[src/rtl/fm_mem_arbiter_pkg.sv]
// Shared types for the feature-map memory arbiter: owner modes, arbiter
// states and the packed feature-map word.
package fm_mem_arbiter_pkg;

    // Which engine currently owns the feature-map BRAM
    typedef enum logic {
        CONVOLUTION = 1'b0,
        POOLING     = 1'b1
    } arbiter_mode_t;

    // Ownership hand-over sequence
    typedef enum logic [1:0] {
        ACTIVE = 2'd0,
        DRAIN  = 2'd1,
        SWITCH = 2'd2
    } arbiter_state_t;

    localparam int FM_OUT_CHANNELS    = 2;
    localparam int FM_BITS_PER_NEURON = 9;
    localparam int FM_DATA_WIDTH      = FM_OUT_CHANNELS * FM_BITS_PER_NEURON;

    // One BRAM word: all output channels' neuron states packed together
    typedef logic [FM_DATA_WIDTH-1:0] fm_word_t;

endpackage

[src/rtl/fm_mem_arbiter_if.sv]
// Bundle of the arbiter's mode handshake, both engine ports, the BRAM port
// and the access counters. "slave" is the arbiter's view, "master" the
// view of the cores/memory surrounding it.
interface fm_mem_arbiter_if
    import fm_mem_arbiter_pkg::*;
#(
    parameter int ADDR_WIDTH = 6,
    parameter int DATA_WIDTH = 18,
    parameter int CNT_WIDTH  = 16
) ();

    logic                  mode_req;
    arbiter_mode_t         mode_target;
    logic                  mode_ack;
    arbiter_mode_t         mode_o;

    logic                  conv_valid;
    logic                  conv_ready;
    logic                  conv_we;
    logic [ADDR_WIDTH-1:0] conv_addr;
    logic [DATA_WIDTH-1:0] conv_wdata;
    logic                  conv_rvalid;
    logic [DATA_WIDTH-1:0] conv_rdata;

    logic                  pool_valid;
    logic                  pool_ready;
    logic                  pool_we;
    logic [ADDR_WIDTH-1:0] pool_addr;
    logic [DATA_WIDTH-1:0] pool_wdata;
    logic                  pool_rvalid;
    logic [DATA_WIDTH-1:0] pool_rdata;

    logic                  mem_en;
    logic                  mem_we;
    logic [ADDR_WIDTH-1:0] mem_addr;
    logic [DATA_WIDTH-1:0] mem_wdata;
    logic [DATA_WIDTH-1:0] mem_rdata;

    logic [CNT_WIDTH-1:0]  conv_cnt;
    logic [CNT_WIDTH-1:0]  pool_cnt;

    modport slave (
        input  mode_req, mode_target,
        output mode_ack, mode_o,
        input  conv_valid, conv_we, conv_addr, conv_wdata,
        output conv_ready, conv_rvalid, conv_rdata,
        input  pool_valid, pool_we, pool_addr, pool_wdata,
        output pool_ready, pool_rvalid, pool_rdata,
        output mem_en, mem_we, mem_addr, mem_wdata,
        input  mem_rdata,
        output conv_cnt, pool_cnt
    );

    modport master (
        output mode_req, mode_target,
        input  mode_ack, mode_o,
        output conv_valid, conv_we, conv_addr, conv_wdata,
        input  conv_ready, conv_rvalid, conv_rdata,
        output pool_valid, pool_we, pool_addr, pool_wdata,
        input  pool_ready, pool_rvalid, pool_rdata,
        input  mem_en, mem_we, mem_addr, mem_wdata,
        output mem_rdata,
        input  conv_cnt, pool_cnt
    );

endinterface

[src/rtl/fm_mem_arbiter_rd_tag_pipe.sv]
// Read-tag shift register: tracks which engine issued each outstanding
// BRAM read so the returning data can be steered, and reports how many
// reads are still in flight.
module fm_mem_arbiter_rd_tag_pipe
    import fm_mem_arbiter_pkg::*;
#(
    parameter int READ_LATENCY = 2,
    parameter int INFLIGHT_W   = $clog2(READ_LATENCY + 1)
) (
    input  logic                  i_clk,
    input  logic                  i_rst,
    input  logic                  i_valid,
    input  arbiter_mode_t         i_mode,
    output logic                  o_valid,
    output arbiter_mode_t         o_mode,
    output logic [INFLIGHT_W-1:0] o_inflight
);

    logic          r_vld  [READ_LATENCY];
    arbiter_mode_t r_mode [READ_LATENCY];
    logic [INFLIGHT_W-1:0] w_inflight;

    // Shift the {valid, owner} tag one stage per cycle; reset drops all tags
    always_ff @(posedge i_clk or posedge i_rst) begin
        if (i_rst) begin
            for (int i = 0; i < READ_LATENCY; i++) begin
                r_vld[i]  <= 1'b0;
                r_mode[i] <= CONVOLUTION;
            end
        end else begin
            r_vld[0]  <= i_valid;
            r_mode[0] <= i_mode;
            for (int i = 1; i < READ_LATENCY; i++) begin
                r_vld[i]  <= r_vld[i-1];
                r_mode[i] <= r_mode[i-1];
            end
        end
    end

    // Population count of valid tags across every stage
    always_comb begin
        w_inflight = '0;
        for (int i = 0; i < READ_LATENCY; i++) begin
            w_inflight = w_inflight + INFLIGHT_W'(r_vld[i]);
        end
    end

    assign o_valid    = r_vld[READ_LATENCY-1];
    assign o_mode     = r_mode[READ_LATENCY-1];
    assign o_inflight = w_inflight;

endmodule

[src/rtl/fm_mem_arbiter.sv]
// Time-shares one single-port feature-map BRAM between the convolution and
// pooling engines. One engine owns the port at a time; switching owner is a
// req/ack handshake that first lets outstanding reads return.
module fm_mem_arbiter
    import fm_mem_arbiter_pkg::*;
#(
    parameter int OUT_CHANNELS    = 2,
    parameter int BITS_PER_NEURON = 9,
    parameter int DATA_WIDTH      = OUT_CHANNELS * BITS_PER_NEURON,
    parameter int ADDR_WIDTH      = 6,
    parameter int READ_LATENCY    = 2,
    parameter int CNT_WIDTH       = 16
) (
    input  logic              clk,
    input  logic              rst,
    fm_mem_arbiter_if.slave   bus
);

    localparam int INFLIGHT_W = $clog2(READ_LATENCY + 1);

    arbiter_state_t        r_state;
    arbiter_mode_t         r_mode_o;
    arbiter_mode_t         r_target;
    logic                  r_mode_ack;
    logic [CNT_WIDTH-1:0]  r_conv_cnt;
    logic [CNT_WIDTH-1:0]  r_pool_cnt;
    logic [DATA_WIDTH-1:0] r_conv_rdata;
    logic [DATA_WIDTH-1:0] r_pool_rdata;

    logic                  w_xswitch;
    logic                  w_conv_ready;
    logic                  w_pool_ready;
    logic                  w_conv_acc;
    logic                  w_pool_acc;
    logic                  w_acc;
    logic                  w_sel_we;
    logic [ADDR_WIDTH-1:0] w_sel_addr;
    logic [DATA_WIDTH-1:0] w_sel_wdata;
    logic                  w_rd_acc;
    arbiter_mode_t         w_rd_mode;
    logic                  w_out_vld;
    arbiter_mode_t         w_out_mode;
    logic [INFLIGHT_W-1:0] w_inflight;
    logic                  w_drained;
    logic                  w_conv_rvalid;
    logic                  w_pool_rvalid;

    function automatic logic [CNT_WIDTH-1:0] sat_inc(input logic [CNT_WIDTH-1:0] v);
        return (&v) ? v : v + CNT_WIDTH'(1);
    endfunction

    // A pending cross-mode request blocks new accesses so the pipe can drain
    assign w_xswitch    = bus.mode_req && (bus.mode_target != r_mode_o);
    assign w_conv_ready = (r_state == ACTIVE) && (r_mode_o == CONVOLUTION) && !w_xswitch;
    assign w_pool_ready = (r_state == ACTIVE) && (r_mode_o == POOLING) && !w_xswitch;
    assign w_conv_acc   = bus.conv_valid && w_conv_ready;
    assign w_pool_acc   = bus.pool_valid && w_pool_ready;
    assign w_acc        = w_conv_acc || w_pool_acc;

    assign w_sel_we    = w_pool_acc ? bus.pool_we    : bus.conv_we;
    assign w_sel_addr  = w_pool_acc ? bus.pool_addr  : bus.conv_addr;
    assign w_sel_wdata = w_pool_acc ? bus.pool_wdata : bus.conv_wdata;

    assign bus.mem_en    = w_acc;
    assign bus.mem_we    = w_acc && w_sel_we;
    assign bus.mem_addr  = w_acc ? w_sel_addr  : '0;
    assign bus.mem_wdata = w_acc ? w_sel_wdata : '0;

    assign w_rd_acc  = w_acc && !w_sel_we;
    assign w_rd_mode = w_pool_acc ? POOLING : CONVOLUTION;

    fm_mem_arbiter_rd_tag_pipe #(
        .READ_LATENCY (READ_LATENCY),
        .INFLIGHT_W   (INFLIGHT_W)
    ) u_rd_tag_pipe (
        .i_clk      (clk),
        .i_rst      (rst),
        .i_valid    (w_rd_acc),
        .i_mode     (w_rd_mode),
        .o_valid    (w_out_vld),
        .o_mode     (w_out_mode),
        .o_inflight (w_inflight)
    );

    // A read sitting at the pipe output returns this cycle, so only earlier
    // stages can still hold up the hand-over.
    assign w_drained = (w_inflight == INFLIGHT_W'(w_out_vld));

    assign w_conv_rvalid = w_out_vld && (w_out_mode == CONVOLUTION);
    assign w_pool_rvalid = w_out_vld && (w_out_mode == POOLING);

    assign bus.conv_ready  = w_conv_ready;
    assign bus.pool_ready  = w_pool_ready;
    assign bus.conv_rvalid = w_conv_rvalid;
    assign bus.pool_rvalid = w_pool_rvalid;
    assign bus.conv_rdata  = w_conv_rvalid ? bus.mem_rdata : r_conv_rdata;
    assign bus.pool_rdata  = w_pool_rvalid ? bus.mem_rdata : r_pool_rdata;
    assign bus.mode_ack    = r_mode_ack;
    assign bus.mode_o      = r_mode_o;
    assign bus.conv_cnt    = r_conv_cnt;
    assign bus.pool_cnt    = r_pool_cnt;

    // Ownership FSM: same-mode requests ack at once, cross-mode ones drain first
    always_ff @(posedge clk or posedge rst) begin
        if (rst) begin
            r_state    <= ACTIVE;
            r_mode_o   <= CONVOLUTION;
            r_target   <= CONVOLUTION;
            r_mode_ack <= 1'b0;
        end else begin
            r_mode_ack <= 1'b0;
            case (r_state)
                ACTIVE: begin
                    if (bus.mode_req && !r_mode_ack) begin
                        if (bus.mode_target == r_mode_o) begin
                            r_mode_ack <= 1'b1;
                        end else begin
                            r_target <= bus.mode_target;
                            r_state  <= DRAIN;
                        end
                    end
                end
                DRAIN: begin
                    if (w_drained) begin
                        r_mode_o   <= r_target;
                        r_mode_ack <= 1'b1;
                        r_state    <= SWITCH;
                    end
                end
                SWITCH: begin
                    r_state <= ACTIVE;
                end
                default: begin
                    r_state <= ACTIVE;
                end
            endcase
        end
    end

    // Per-engine accepted-access counters, saturating at all-ones
    always_ff @(posedge clk or posedge rst) begin
        if (rst) begin
            r_conv_cnt <= '0;
            r_pool_cnt <= '0;
        end else begin
            if (w_conv_acc) r_conv_cnt <= sat_inc(r_conv_cnt);
            if (w_pool_acc) r_pool_cnt <= sat_inc(r_pool_cnt);
        end
    end

    // Each engine's read data holds its last returned word between reads
    always_ff @(posedge clk or posedge rst) begin
        if (rst) begin
            r_conv_rdata <= '0;
            r_pool_rdata <= '0;
        end else begin
            if (w_conv_rvalid) r_conv_rdata <= bus.mem_rdata;
            if (w_pool_rvalid) r_pool_rdata <= bus.mem_rdata;
        end
    end

    // The requester must keep mode_req up until the hand-over is acknowledged
    a_req_held: assert property (@(posedge clk) disable iff (rst)
        (r_state == DRAIN) |-> bus.mode_req);

endmodule

[src/flat_wrapper.sv]
// flat-port wrapper written by rule: the top's interface ports become plain ports
module fm_mem_arbiter_flat import fm_mem_arbiter_pkg::*;
#(
    parameter int OUT_CHANNELS    = 2,
    parameter int BITS_PER_NEURON = 9,
    parameter int DATA_WIDTH      = OUT_CHANNELS * BITS_PER_NEURON,
    parameter int ADDR_WIDTH      = 6,
    parameter int READ_LATENCY    = 2,
    parameter int CNT_WIDTH       = 16
)
  (clk, rst, bus_mode_req, bus_mode_target, bus_mode_ack, bus_mode_o, bus_conv_valid, bus_conv_we, bus_conv_addr, bus_conv_wdata, bus_conv_ready, bus_conv_rvalid, bus_conv_rdata, bus_pool_valid, bus_pool_we, bus_pool_addr, bus_pool_wdata, bus_pool_ready, bus_pool_rvalid, bus_pool_rdata, bus_mem_en, bus_mem_we, bus_mem_addr, bus_mem_wdata, bus_mem_rdata, bus_conv_cnt, bus_pool_cnt);
  fm_mem_arbiter_if #(.ADDR_WIDTH(ADDR_WIDTH), .DATA_WIDTH(DATA_WIDTH), .CNT_WIDTH(CNT_WIDTH)) bus_i ();
  input  logic clk;
  input  logic rst;
  input wire logic [$bits(bus_i.mode_req)-1:0] bus_mode_req;
  input wire logic [$bits(bus_i.mode_target)-1:0] bus_mode_target;
  output wire logic [$bits(bus_i.mode_ack)-1:0] bus_mode_ack;
  output wire logic [$bits(bus_i.mode_o)-1:0] bus_mode_o;
  input wire logic [$bits(bus_i.conv_valid)-1:0] bus_conv_valid;
  input wire logic [$bits(bus_i.conv_we)-1:0] bus_conv_we;
  input wire logic [$bits(bus_i.conv_addr)-1:0] bus_conv_addr;
  input wire logic [$bits(bus_i.conv_wdata)-1:0] bus_conv_wdata;
  output wire logic [$bits(bus_i.conv_ready)-1:0] bus_conv_ready;
  output wire logic [$bits(bus_i.conv_rvalid)-1:0] bus_conv_rvalid;
  output wire logic [$bits(bus_i.conv_rdata)-1:0] bus_conv_rdata;
  input wire logic [$bits(bus_i.pool_valid)-1:0] bus_pool_valid;
  input wire logic [$bits(bus_i.pool_we)-1:0] bus_pool_we;
  input wire logic [$bits(bus_i.pool_addr)-1:0] bus_pool_addr;
  input wire logic [$bits(bus_i.pool_wdata)-1:0] bus_pool_wdata;
  output wire logic [$bits(bus_i.pool_ready)-1:0] bus_pool_ready;
  output wire logic [$bits(bus_i.pool_rvalid)-1:0] bus_pool_rvalid;
  output wire logic [$bits(bus_i.pool_rdata)-1:0] bus_pool_rdata;
  output wire logic [$bits(bus_i.mem_en)-1:0] bus_mem_en;
  output wire logic [$bits(bus_i.mem_we)-1:0] bus_mem_we;
  output wire logic [$bits(bus_i.mem_addr)-1:0] bus_mem_addr;
  output wire logic [$bits(bus_i.mem_wdata)-1:0] bus_mem_wdata;
  input wire logic [$bits(bus_i.mem_rdata)-1:0] bus_mem_rdata;
  output wire logic [$bits(bus_i.conv_cnt)-1:0] bus_conv_cnt;
  output wire logic [$bits(bus_i.pool_cnt)-1:0] bus_pool_cnt;
  assign bus_i.mode_req = bus_mode_req;
  assign bus_i.mode_target = bus_mode_target;
  assign bus_mode_ack = bus_i.mode_ack;
  assign bus_mode_o = bus_i.mode_o;
  assign bus_i.conv_valid = bus_conv_valid;
  assign bus_i.conv_we = bus_conv_we;
  assign bus_i.conv_addr = bus_conv_addr;
  assign bus_i.conv_wdata = bus_conv_wdata;
  assign bus_conv_ready = bus_i.conv_ready;
  assign bus_conv_rvalid = bus_i.conv_rvalid;
  assign bus_conv_rdata = bus_i.conv_rdata;
  assign bus_i.pool_valid = bus_pool_valid;
  assign bus_i.pool_we = bus_pool_we;
  assign bus_i.pool_addr = bus_pool_addr;
  assign bus_i.pool_wdata = bus_pool_wdata;
  assign bus_pool_ready = bus_i.pool_ready;
  assign bus_pool_rvalid = bus_i.pool_rvalid;
  assign bus_pool_rdata = bus_i.pool_rdata;
  assign bus_mem_en = bus_i.mem_en;
  assign bus_mem_we = bus_i.mem_we;
  assign bus_mem_addr = bus_i.mem_addr;
  assign bus_mem_wdata = bus_i.mem_wdata;
  assign bus_i.mem_rdata = bus_mem_rdata;
  assign bus_conv_cnt = bus_i.conv_cnt;
  assign bus_pool_cnt = bus_i.pool_cnt;
  fm_mem_arbiter #(.OUT_CHANNELS(OUT_CHANNELS), .BITS_PER_NEURON(BITS_PER_NEURON), .DATA_WIDTH(DATA_WIDTH), .ADDR_WIDTH(ADDR_WIDTH), .READ_LATENCY(READ_LATENCY), .CNT_WIDTH(CNT_WIDTH)) u_core (.clk(clk), .rst(rst), .bus(bus_i));
endmodule
[config.mk]
export PLATFORM = sky130hd
export DESIGN_NAME = fm_mem_arbiter_flat
export DESIGN_NICKNAME = d
export VERILOG_FILES = /design/src/rtl/fm_mem_arbiter_pkg.sv /design/src/rtl/fm_mem_arbiter_if.sv /design/src/rtl/fm_mem_arbiter_rd_tag_pipe.sv /design/src/rtl/fm_mem_arbiter.sv /design/src/flat_wrapper.sv
export SDC_FILE = /design/constraint.sdc
export NUM_CORES = 1
export LEC_CHECK = 0
export ABC_AREA = 1
export BUFFER_PORTS_ARGS = -buffer_cell sky130_fd_sc_hd__buf_2
export CAP_MARGIN = 20
export CORE_ASPECT_RATIO = 1.5
export CORE_MARGIN = 10
export CORE_UTILIZATION = 44
export DETAILED_ROUTE_END_ITERATION = 16
export MAX_ROUTING_LAYER = met4
export PLACE_DENSITY = 0.79
export RECOVER_POWER = 25
export SKIP_LAST_GASP = 1
export SLEW_MARGIN = 20
export SYNTH_ARGS = -nofsm -noshare
export SYNTH_HDL_FRONTEND = slang
export SYNTH_SLANG_ARGS = --single-unit
[constraint.sdc]
create_clock -name clk -period 2 [get_ports clk]
set_clock_uncertainty 0.05 [all_clocks]
set_input_delay 0 -clock clk [delete_from_list [all_inputs] [get_ports clk]]
set_output_delay 0 -clock clk [all_outputs]
set_load 0.05 [all_outputs]
== After elaboration in Yosys (flattened, before gate mapping) ==
Cells that the tools add are included.
Storage, ports and cells
  register bits after elaboration: 77
  output and inout port bits: 100
  word-level logic and storage cells: 67
Operators by class
  add/subtract/negate cells: 3
  equality and inequality tests: 7
  mux-type cells: 16
  bitwise operators: 5
  reductions and logical operators: 24
Operator list (count)
  two-way mux 18 bit: 4
  adder 16 x 1 -> 16 bit, second input constant: 2
  AND reduction 16 bit: 2
  logical AND 1 bit: 12
  two-way mux 6 bit: 2
  two-way mux 2 bit: 3
  AND reduction 2 bit: 3
  AND reduction 3 bit: 2
  two-way mux 1 bit: 5
  NOT 1 bit: 5
  != test 2 bit, second input constant: 2
  one-hot mux 2 bit (2 select lines): 1
  logical NOT 1 bit: 3
  adder 1 x 1 -> 2 bit: 1
  == test 2 x 1 -> 1 bit: 1
  == test 2 x 1 -> 1 bit, second input constant: 1
  logical NOT 2 bit: 1
  != test 2 x 1 -> 1 bit, second input constant: 1
  one-hot mux 1 bit (2 select lines): 1
  == test 1 bit: 1
  logical OR 1 bit: 1
  != test 1 bit: 1

== Logic depth before layout (Yosys ltp) ==
Gate-level depths: netlist (run 1).
  depth in word-level cells: 8
  gate-level depth with buffers: 10
  depth with buffers taken out: 9

== Modules after synthesis ==
A second synthesis (run 1) with hierarchy kept.
Second synthesis, totals
  cells, all modules: 562
  area total of the unflattened synthesis: 4136.5 µm²
Modules (own cells, without submodules)
  fm_mem_arbiter: times used 1, cells an instance 556, area each 4020.1 µm², seq. area each 1826.8 µm²
  fm_mem_arbiter_rd_tag_pipe: times used 1, cells an instance 6, area each 116.4 µm², seq. area each 100.1 µm²

== Worst setup path before layout (run 1) ==
No wires, ideal clock.
  kind: flip-flop to flip-flop
  from: register u_core.u_rd_tag_pipe.r_vld (netlist bit u_core.u_rd_tag_pipe.o_valid)
  to: register u_core.r_conv_rdata[10]
  setup time: 0.249 ns
  data arrival time: 2.639 ns
  data required time: 1.701 ns
  slack: -0.937 ns
  cell stages (with the launch flop): 6
  path buffers: 1
  clock period less this slack: 2.937 ns
  path through: dfrtp_1 > inv_1 > nor2_1 > inv_2 > clkbuf_1 > o21ai_0
Between the ends
  cells in the longest elaborated chain, start to end: 2
RTL lines
  from (decl): RTL line fm_mem_arbiter_rd_tag_pipe.sv:19  | logic r_vld [READ_LATENCY];
  from (signal, indexed assignment): RTL line fm_mem_arbiter_rd_tag_pipe.sv:34  | r_vld[i] <= r_vld[i-1];
  logical AND 1 bit: RTL line fm_mem_arbiter.sv:89  | assign w_conv_rvalid = w_out_vld && (w_out_mode == CONVOLUTION);
  net bus_conv_rvalid: RTL line flat_wrapper.sv:24  | output wire logic [$bits(bus_i.conv_rvalid)-1:0] bus_conv_rvalid;
  two-way mux 18 bit
  net bus_conv_rdata[10]: RTL line flat_wrapper.sv:25  | output wire logic [$bits(bus_i.conv_rdata)-1:0] bus_conv_rdata;
  to (signal assigned): RTL line fm_mem_arbiter.sv:157  | if (w_conv_rvalid) r_conv_rdata <= bus.mem_rdata;
  to (decl): RTL line fm_mem_arbiter.sv:27  | logic [DATA_WIDTH-1:0] r_conv_rdata;
The timed path passes the listed nets, and every way through them passes these cells.
A chain may end at the register's enable or synchronous reset.

== Worst setup path after layout (run 1) ==
  from: register u_core.r_state[0]
  to: register u_core.u_rd_tag_pipe.r_vld[1] (netlist bit)
Between the ends
  cells in the longest elaborated chain, start to end: 7
  elaborated cells on any way between the ends: 11
  classes of those cells: 1 x mux; 10 x reduce/logical
RTL lines
  from (decl): RTL line fm_mem_arbiter.sv:21  | arbiter_state_t r_state;
  from (signal assigned): RTL line fm_mem_arbiter.sv:106  | r_state <= ACTIVE;
  from (signal assigned): RTL line fm_mem_arbiter.sv:119  | r_state <= DRAIN;
  from (signal assigned): RTL line fm_mem_arbiter.sv:127  | r_state <= SWITCH;
  logical NOT 2 bit *: RTL line fm_mem_arbiter.sv:54, fm_mem_arbiter.sv:55
  logical AND 1 bit (2 in a row): RTL line fm_mem_arbiter.sv:55  | assign w_pool_ready = (r_state == ACTIVE) && (r_mode_o == POOLING) && !w_xswitch;
  logical AND 1 bit: RTL line fm_mem_arbiter.sv:57  | assign w_pool_acc = bus.pool_valid && w_pool_ready;
  two-way mux 1 bit: RTL line fm_mem_arbiter.sv:60  | assign w_sel_we = w_pool_acc ? bus.pool_we : bus.conv_we;
  logical NOT 1 bit: RTL line fm_mem_arbiter.sv:69  | assign w_rd_acc = w_acc && !w_sel_we;
  logical AND 1 bit *: RTL line fm_mem_arbiter.sv:69
  net u_core.u_rd_tag_pipe.i_valid: RTL line fm_mem_arbiter_rd_tag_pipe.sv:12  | input logic i_valid,
Mark *: on every way through the listed nets, which the timed path passes. The rest lies on a longest branch.

==> impl_metrics.env, run 1 <==
export IMPL_hold_worst_slack_ns=0.1634
export IMPL_ys_warn_count=0
export IMPL_fin_tns_setup_ns=-0.002786
export IMPL_synth_largest_area_cell="dfrtp_1"
export IMPL_fmax_mhz=499.3
export IMPL_yosys_cell_count_top_type="nand2_1"
export IMPL_yosys_most_used_dff="dfrtp_1"
export IMPL_crit_type="register to register"
export IMPL_syn_nets=643
export IMPL_gp_congestion=0.9039
export IMPL_clock_sinks=77
export IMPL_grt_setup_unrepaired="yes"
export IMPL_grt_pass1_vias=4770
export IMPL_final_setup_worst_slack_ns=-0.002786
export IMPL_cts_root_buf="clkbuf_16"
export IMPL_critPathLaunchType="register"
export IMPL_synth_seq_cells=77
export IMPL_rows=43
export IMPL_synth_edf_count=0
export IMPL_clk_pin_slew_worst_paths_ns=0.06
export IMPL_peakVddDrop_mv=1.013
export IMPL_dp_hpwl_um=10270
export IMPL_worst_path_max_fanout=5
export IMPL_totalWireLength_um=14620
export IMPL_io_pins=174
export IMPL_track_usage_pct=20.38
export IMPL_antenna_found_initial=1
export IMPL_cts_made_buffers=9
export IMPL_grt_max_degree=65
export IMPL_drtAntennaViolNets=0
export IMPL_cp_required_ns=2.21
export IMPL_area_growth_pct=55.07
export IMPL_viasPerCell=5.117
export IMPL_worst_setup_path_end_kind="register"
export IMPL_violations="negative setup slack"
export IMPL_setup_viol=1
export IMPL_gr_total_overflow=0
export IMPL_drcViolationCount=0
export IMPL_die_w_um=98.94
export IMPL_ys_types=27
export IMPL_clkLatencyLatePin_ns=0.34
export IMPL_start_util_pct=44.70
export IMPL_seq_area_frac_synth_pct=46.85
export IMPL_syn_avg_cell_area_sq_um=7.266
export IMPL_hp_class="input port to register"
export IMPL_wire_per_inst_um=16.38
export IMPL_power_density_nw_per_um2=1694
export IMPL_min_period_ns=2.003
export IMPL_preCtsSetupSlack_ns=0.1352
export IMPL_die_y_um=138.4
export IMPL_cpPeakStageDelay_ns=0.56
export IMPL_io_buffers=173
export IMPL_fill_cells=691
export IMPL_synthesis_area_sq_um=4113
export IMPL_dp_cells=843
export IMPL_yosysTopAreaCellShare_pct=46.85
export IMPL_vias=4564
export IMPL_fp_coreArea_sq_um=9200
export IMPL_die_area_sq_um=13690
export IMPL_post_route_util_pct=69.32
export IMPL_drv_slew=0
export IMPL_status="finished, violations left"
export IMPL_h_tree_depth=3
export IMPL_nets=851
export IMPL_synth_area_leaders="dfrtp_1 (47%), nand2_1 (22%), inv_1 (4.7%)"
export IMPL_grt_pass1_wl_um=22310
export IMPL_arrival_ns=2.21
export IMPL_maxCapViolations=0
export IMPL_first_iter_violations=228
export IMPL_clk_path_buf_depth=2
export IMPL_relSlewSlack_pct=41.87
export IMPL_hold_violations=0
export IMPL_drt_pass1_iterations=5
export IMPL_synthTopCellsByCount="nand2_1 (245), dfrtp_1 (77), inv_1 (52)"
export IMPL_min_period_over_period_pct=100.1
export IMPL_worstMarginPinSlew_ns=0.8719
export IMPL_cts_tree="done"
export IMPL_drive_above_1_share_pct=37.74
export IMPL_crit_chain="inv_2 -> nand2_4 -> nor2_4 -> nand3_4 -> buf_6 -> nand2_2 -> nand2_1 -> dlygate4sd3_1 -> nor2_1"
export IMPL_final_cells=892
export IMPL_slowest_stage="dlygate4sd3_1"
export IMPL_synthArstFlopShare_pct=100.0
export IMPL_leakage_uw=0.003283
export IMPL_netlist_instances=566
==> report_power, final <==
part / switching, uW / total (uW) / internal, uW
Combinational: 4810 / 6540 / 1720
Clock: 666 / 1800 / 1130
Sequential: 344 / 2470 / 2120
Total: 5820 / 10800 / 4980
==> worst paths after layout <==
check / start / to / slack [ns] / depth (start not counted)
max: u_core.r_state[0] / u_core.u_rd_tag_pipe.r_vld[1] / -0.003 / 9
min: bus_conv_valid / u_core.bus.conv_cnt[14] / 0.16 / 6
max reg2reg: u_core.r_state[0] / u_core.u_rd_tag_pipe.r_vld[1] / -0.003 / 9
min reg2reg: u_core.u_rd_tag_pipe.r_mode[1] / u_core.u_rd_tag_pipe.o_mode / 0.30 / 0
max in group asynchronous: rst / u_core.r_conv_rdata[3] / 0.42 / 4
min in group asynchronous: rst / u_core.bus.pool_cnt[1] / 0.19 / 3
==> cell type report <==
type	instances	area, sq um	share of cell area [%]
Clock buffer	10	239.0	3.747
Sequential cell	77	1927	30.21
Timing Repair Buffer	215	1469	23.03
Clock inverter	6	93.84	1.471
Multi-Input combinational cell	413	2270	35.59
Tap cell	112	140.1	2.197
Antenna cell	1	2.502	0.03924
Inverter	58	236.5	3.708
==> through the flow <==
| step | instance area (sq um) | power, uW |
|---|---|---|
| floorplan | 4478 | 7104 |
| global placement | 5482 | 8355 |
| detailed placement | 5482 | 8479 |
| CTS | 6167 | 10490 |
| global route | 6377 | 11330 |
| finish | 6377 | 10800 |
==> registers in the layout (all words and copies together) (netlist names) <==
name / flops
u_core.bus.conv_cnt: 16
u_core.bus.mode_ack: 1
u_core.bus.mode_o: 1
u_core.bus.pool_cnt: 16
u_core.r_conv_rdata: 18
u_core.r_pool_rdata: 18
u_core.r_state: 2
u_core.r_target: 1
u_core.u_rd_tag_pipe.o_mode: 1
u_core.u_rd_tag_pipe.o_valid: 1
u_core.u_rd_tag_pipe.r_mode: 1
u_core.u_rd_tag_pipe.r_vld: 1
==> worst max-delay path: cells and delay by family, from the launching register on <==
family	cells	cell delay [ns]
and+or+nand+nor	6	0.65
buffers and inverters	3	0.82
DFF	1	0.39
==> repair_timing <==
action,CTS,global route
gates resized for setup,34,48
hold buffers,24,0
hold endpoints to repair,115,0
cloned,0,1
pin swaps,1,7
buffers inserted,2,5
setup endpoints to repair,25,26
==> cell usage in the layout (no fill, tap or decap), drive strengths merged, types with 2 or more instances in the layout <==
cell type	synthesis	final
clkinv	0	3
dfrtp	77	77
clkinvlp	0	2
a21oi	25	25
dlygate4sd3	0	24
o21ai	53	53
buf	12	189
nand3	19	19
clkbuf	6	12
bufinv	0	2
nand3b	2	2
nand4	7	7
inv	58	57
nand2	248	248
xor2	10	10
ha	3	3
nor2	42	42
==> metal layers <==
layer	track usage (%)	vias to the layer above	part of all wire [%]
met2	35.01	195	54
met5	-	-	0
met3	4.489	53	5.6
met4	12.72	0	5.4
met1	20.21	2130	35
li1	-	2186	-
==> cells by family after synthesis <==
| family | count (synthesis) | share of synthesized area [%] |
|---|---|---|
| XOR/XNOR | 10 | 2.130 |
| AO/OA/AOI/OAI | 80 | 10.22 |
| flip-flops | 77 | 46.85 |
| AND/OR/NAND/NOR | 320 | 31.79 |
| buffers and inverters | 76 | 8.092 |
| adder cells (fa/ha/maj) | 3 | 0.9128 |
Note: power is estimated with default switching activity, not from simulation.
==> run 2: changes to the inputs <==
- BUFFER_PORTS_ARGS: -buffer_cell sky130_fd_sc_hd__buf_2 -> unset
- CORE_UTILIZATION: 44 -> 57
- DONT_BUFFER_PORTS: unset -> 1
- PLACE_DENSITY: 0.79 -> 0.77
==> run 2 against run 1 <==
The flow finishes with violations (max-capacitance violations, max-slew violations, negative setup slack). Sequential power barely moved. Register-to-register slack improved by 0.05 ns. Setup slack got worse by 0.0033 ns. Final area fell by 8.0%. Utilization rose by 15 points. First-iteration DRC count fell by 12%. Clock-buffer cell count did not move. Non-clock buffer count fell by 94.
==> impl_metrics.env, run 2 (synthesized netlist as in run 1, its figures left out) <==
export IMPL_drv_slew=1
export IMPL_final_cells=763
export IMPL_die_w_um=89.36
export IMPL_grt_setup_unrepaired="yes"
export IMPL_vias=4231
export IMPL_min_period_over_period_pct=100.3
export IMPL_worst_path_max_fanout=7
export IMPL_drtAntennaViolNets=0
export IMPL_status="finished, violations left"
export IMPL_fin_tns_setup_ns=-0.006049
export IMPL_area_growth_pct=42.71
export IMPL_seq_power_share_pct=23.4
export IMPL_comb_power_share_pct=66.1
export IMPL_clockPowerShare_pct=10.5
export IMPL_final_setup_worst_slack_ns=-0.006049
export IMPL_totalWireLength_um=14090
export IMPL_switchingPower_uw=5844
export IMPL_die_y_um=124.0
export IMPL_violations="max-capacitance violations, max-slew violations, negative setup slack"
export IMPL_critPathLaunchType="register"
export IMPL_track_usage_pct=24.99
export IMPL_drcViolationCount=0
export IMPL_nets=757
export IMPL_setup_viol=1
export IMPL_io_buffers=0
export IMPL_cts_tree="done"
export IMPL_cts_made_buffers=9
export IMPL_crit_type="register to primary output"
export IMPL_fmax_mhz=498.5
export IMPL_min_period_ns=2.006
export IMPL_sw_frac_of_total_pct=55.37
export IMPL_hold_violations=0
export IMPL_io_pins=174
export IMPL_rows=37
export IMPL_peakVddDrop_mv=1.322
export IMPL_grt_pass1_wl_um=20910
export IMPL_viasPerCell=5.545
export IMPL_fill_cells=382
export IMPL_clkLatencyLatePin_ns=0.36
export IMPL_clock_sinks=77
export IMPL_start_util_pct=59.23
export IMPL_place_area_sq_um=5279
export IMPL_maxCapViolations=1
export IMPL_clk_path_buf_depth=2
export IMPL_p_int_uw=4711
export IMPL_reg_largest_list="u_core.r_conv_rdata: 18 flops, u_core.r_pool_rdata: 18 flops"
export IMPL_power_density_nw_per_um2=1798
export IMPL_grt_pass1_vias=4325
export IMPL_dp_hpwl_um=9824
export IMPL_wire_per_inst_um=18.46
export IMPL_worst_setup_path_end_kind="primary output"
export IMPL_h_tree_depth=3
export IMPL_relSlewSlack_pct=-0.005678
export IMPL_layout_commonest_cell="nand2_1"
export IMPL_cp_required_ns=1.95
export IMPL_grt_max_degree=37
export IMPL_arrival_ns=1.96
export IMPL_first_iter_violations=201
export IMPL_clk_pin_slew_worst_paths_ns=0.08
export IMPL_antenna_found_initial=0
export IMPL_hold_worst_slack_ns=0.08116
export IMPL_gr_total_overflow=0
export IMPL_cts_root_buf="clkbuf_8"
export IMPL_preCtsSetupSlack_ns=0.3138
export IMPL_drive_above_1_share_pct=27.30
export IMPL_dp_cells=715
export IMPL_diodes=0
export IMPL_mostFrequentLayoutCells="nand2_1 (242), buf_4 (77), dfrtp_1 (76), inv_1 (50), nor2_1 (31)"
export IMPL_worstMarginPinSlew_ns=1.492
export IMPL_leakage_uw=0.002878
export IMPL_final_area_sq_um=5869
export IMPL_gp_congestion=0.8246
export IMPL_hp_class="input port to register"
export IMPL_die_area_sq_um=11080
export IMPL_drt_pass1_iterations=5
export IMPL_fp_coreArea_sq_um=6944
[run 2: per-stage QoR]
stage	power (uW)	utilization [%]
floorplan	7104	-
global placement	8823	76.02
detailed placement	9008	76.02
CTS	10220	82.45
global route	11030	84.52
finish	10550	84.52
[run 2: cell type report]
| type | count | area (sq um) | area share, % |
|---|---|---|---|
| clock buffer | 10 | 137.6 | 2.345 |
| clock inverter | 6 | 47.55 | 0.8101 |
| inverter | 58 | 234.0 | 3.986 |
| multi-input combinational | 413 | 2262 | 38.54 |
| sequential | 77 | 1928 | 32.85 |
| tap | 78 | 97.59 | 1.663 |
| timing repair buffer | 121 | 1162 | 19.80 |
[run 2: worst max-delay path, cell delays in order (launching register included)]
cell and delay, ns:
dfrtp_1 0.40, inv_1 0.10, nand2_4 0.08, nor2_4 0.12, nand3_4 0.17, nand2_4 0.13, inv_6 0.06, clkbuf_16 0.17
a21oi_4 0.35
[run 2: final timing paths]
| path | start | to | slack, ns | cells past startpoint |
|---|---|---|---|---|
| min in group asynchronous | rst | u_core.bus.conv_cnt[14] | 0.39 | 2 |
| worst min-delay path | bus_pool_valid | u_core.u_rd_tag_pipe.r_vld[1] | 0.08 | 5 |
| worst max register to register | u_core.u_rd_tag_pipe.o_valid | u_core.bus.mode_ack | 0.05 | 5 |
| worst max-delay path | u_core.r_state[1] | bus_mem_wdata[11] | -0.006 | 8 |
| worst min register to register | u_core.u_rd_tag_pipe.r_mode[1] | u_core.u_rd_tag_pipe.o_mode | 0.30 | 0 |
| max in group asynchronous | rst | u_core.r_conv_rdata[0] | 0.34 | 3 |
[run 2: per-layer routing]
metal	track usage (%)	share of wire [%]	up-vias
li1	-	-	1984
met1	25.53	34	1984
met2	43.01	54	219
met3	7.059	8.2	44
met4	11.58	3.7	0
met5	-	0	-
[run 2: timing repair]
action | CTS | global route
resized for setup | 3 | 19
buffers inserted | 0 | 3
endpoints found under the setup margin | 22 | 26
pin swaps | 4 | 3
hold buffers | 25 | 1
cloned | 0 | 3
endpoints found under the hold margin | 65 | 1
[run 2: power by group through the flow]
stage               clock network, uW  logic [uW]  registers (uW)
global placement                    0        6400            2430
finish                           1100        6980            2470
floorplan                           0        4140            2960
detailed placement                  0        6540            2470
CTS                              1120        6660            2440
global route                     1180        7320            2530
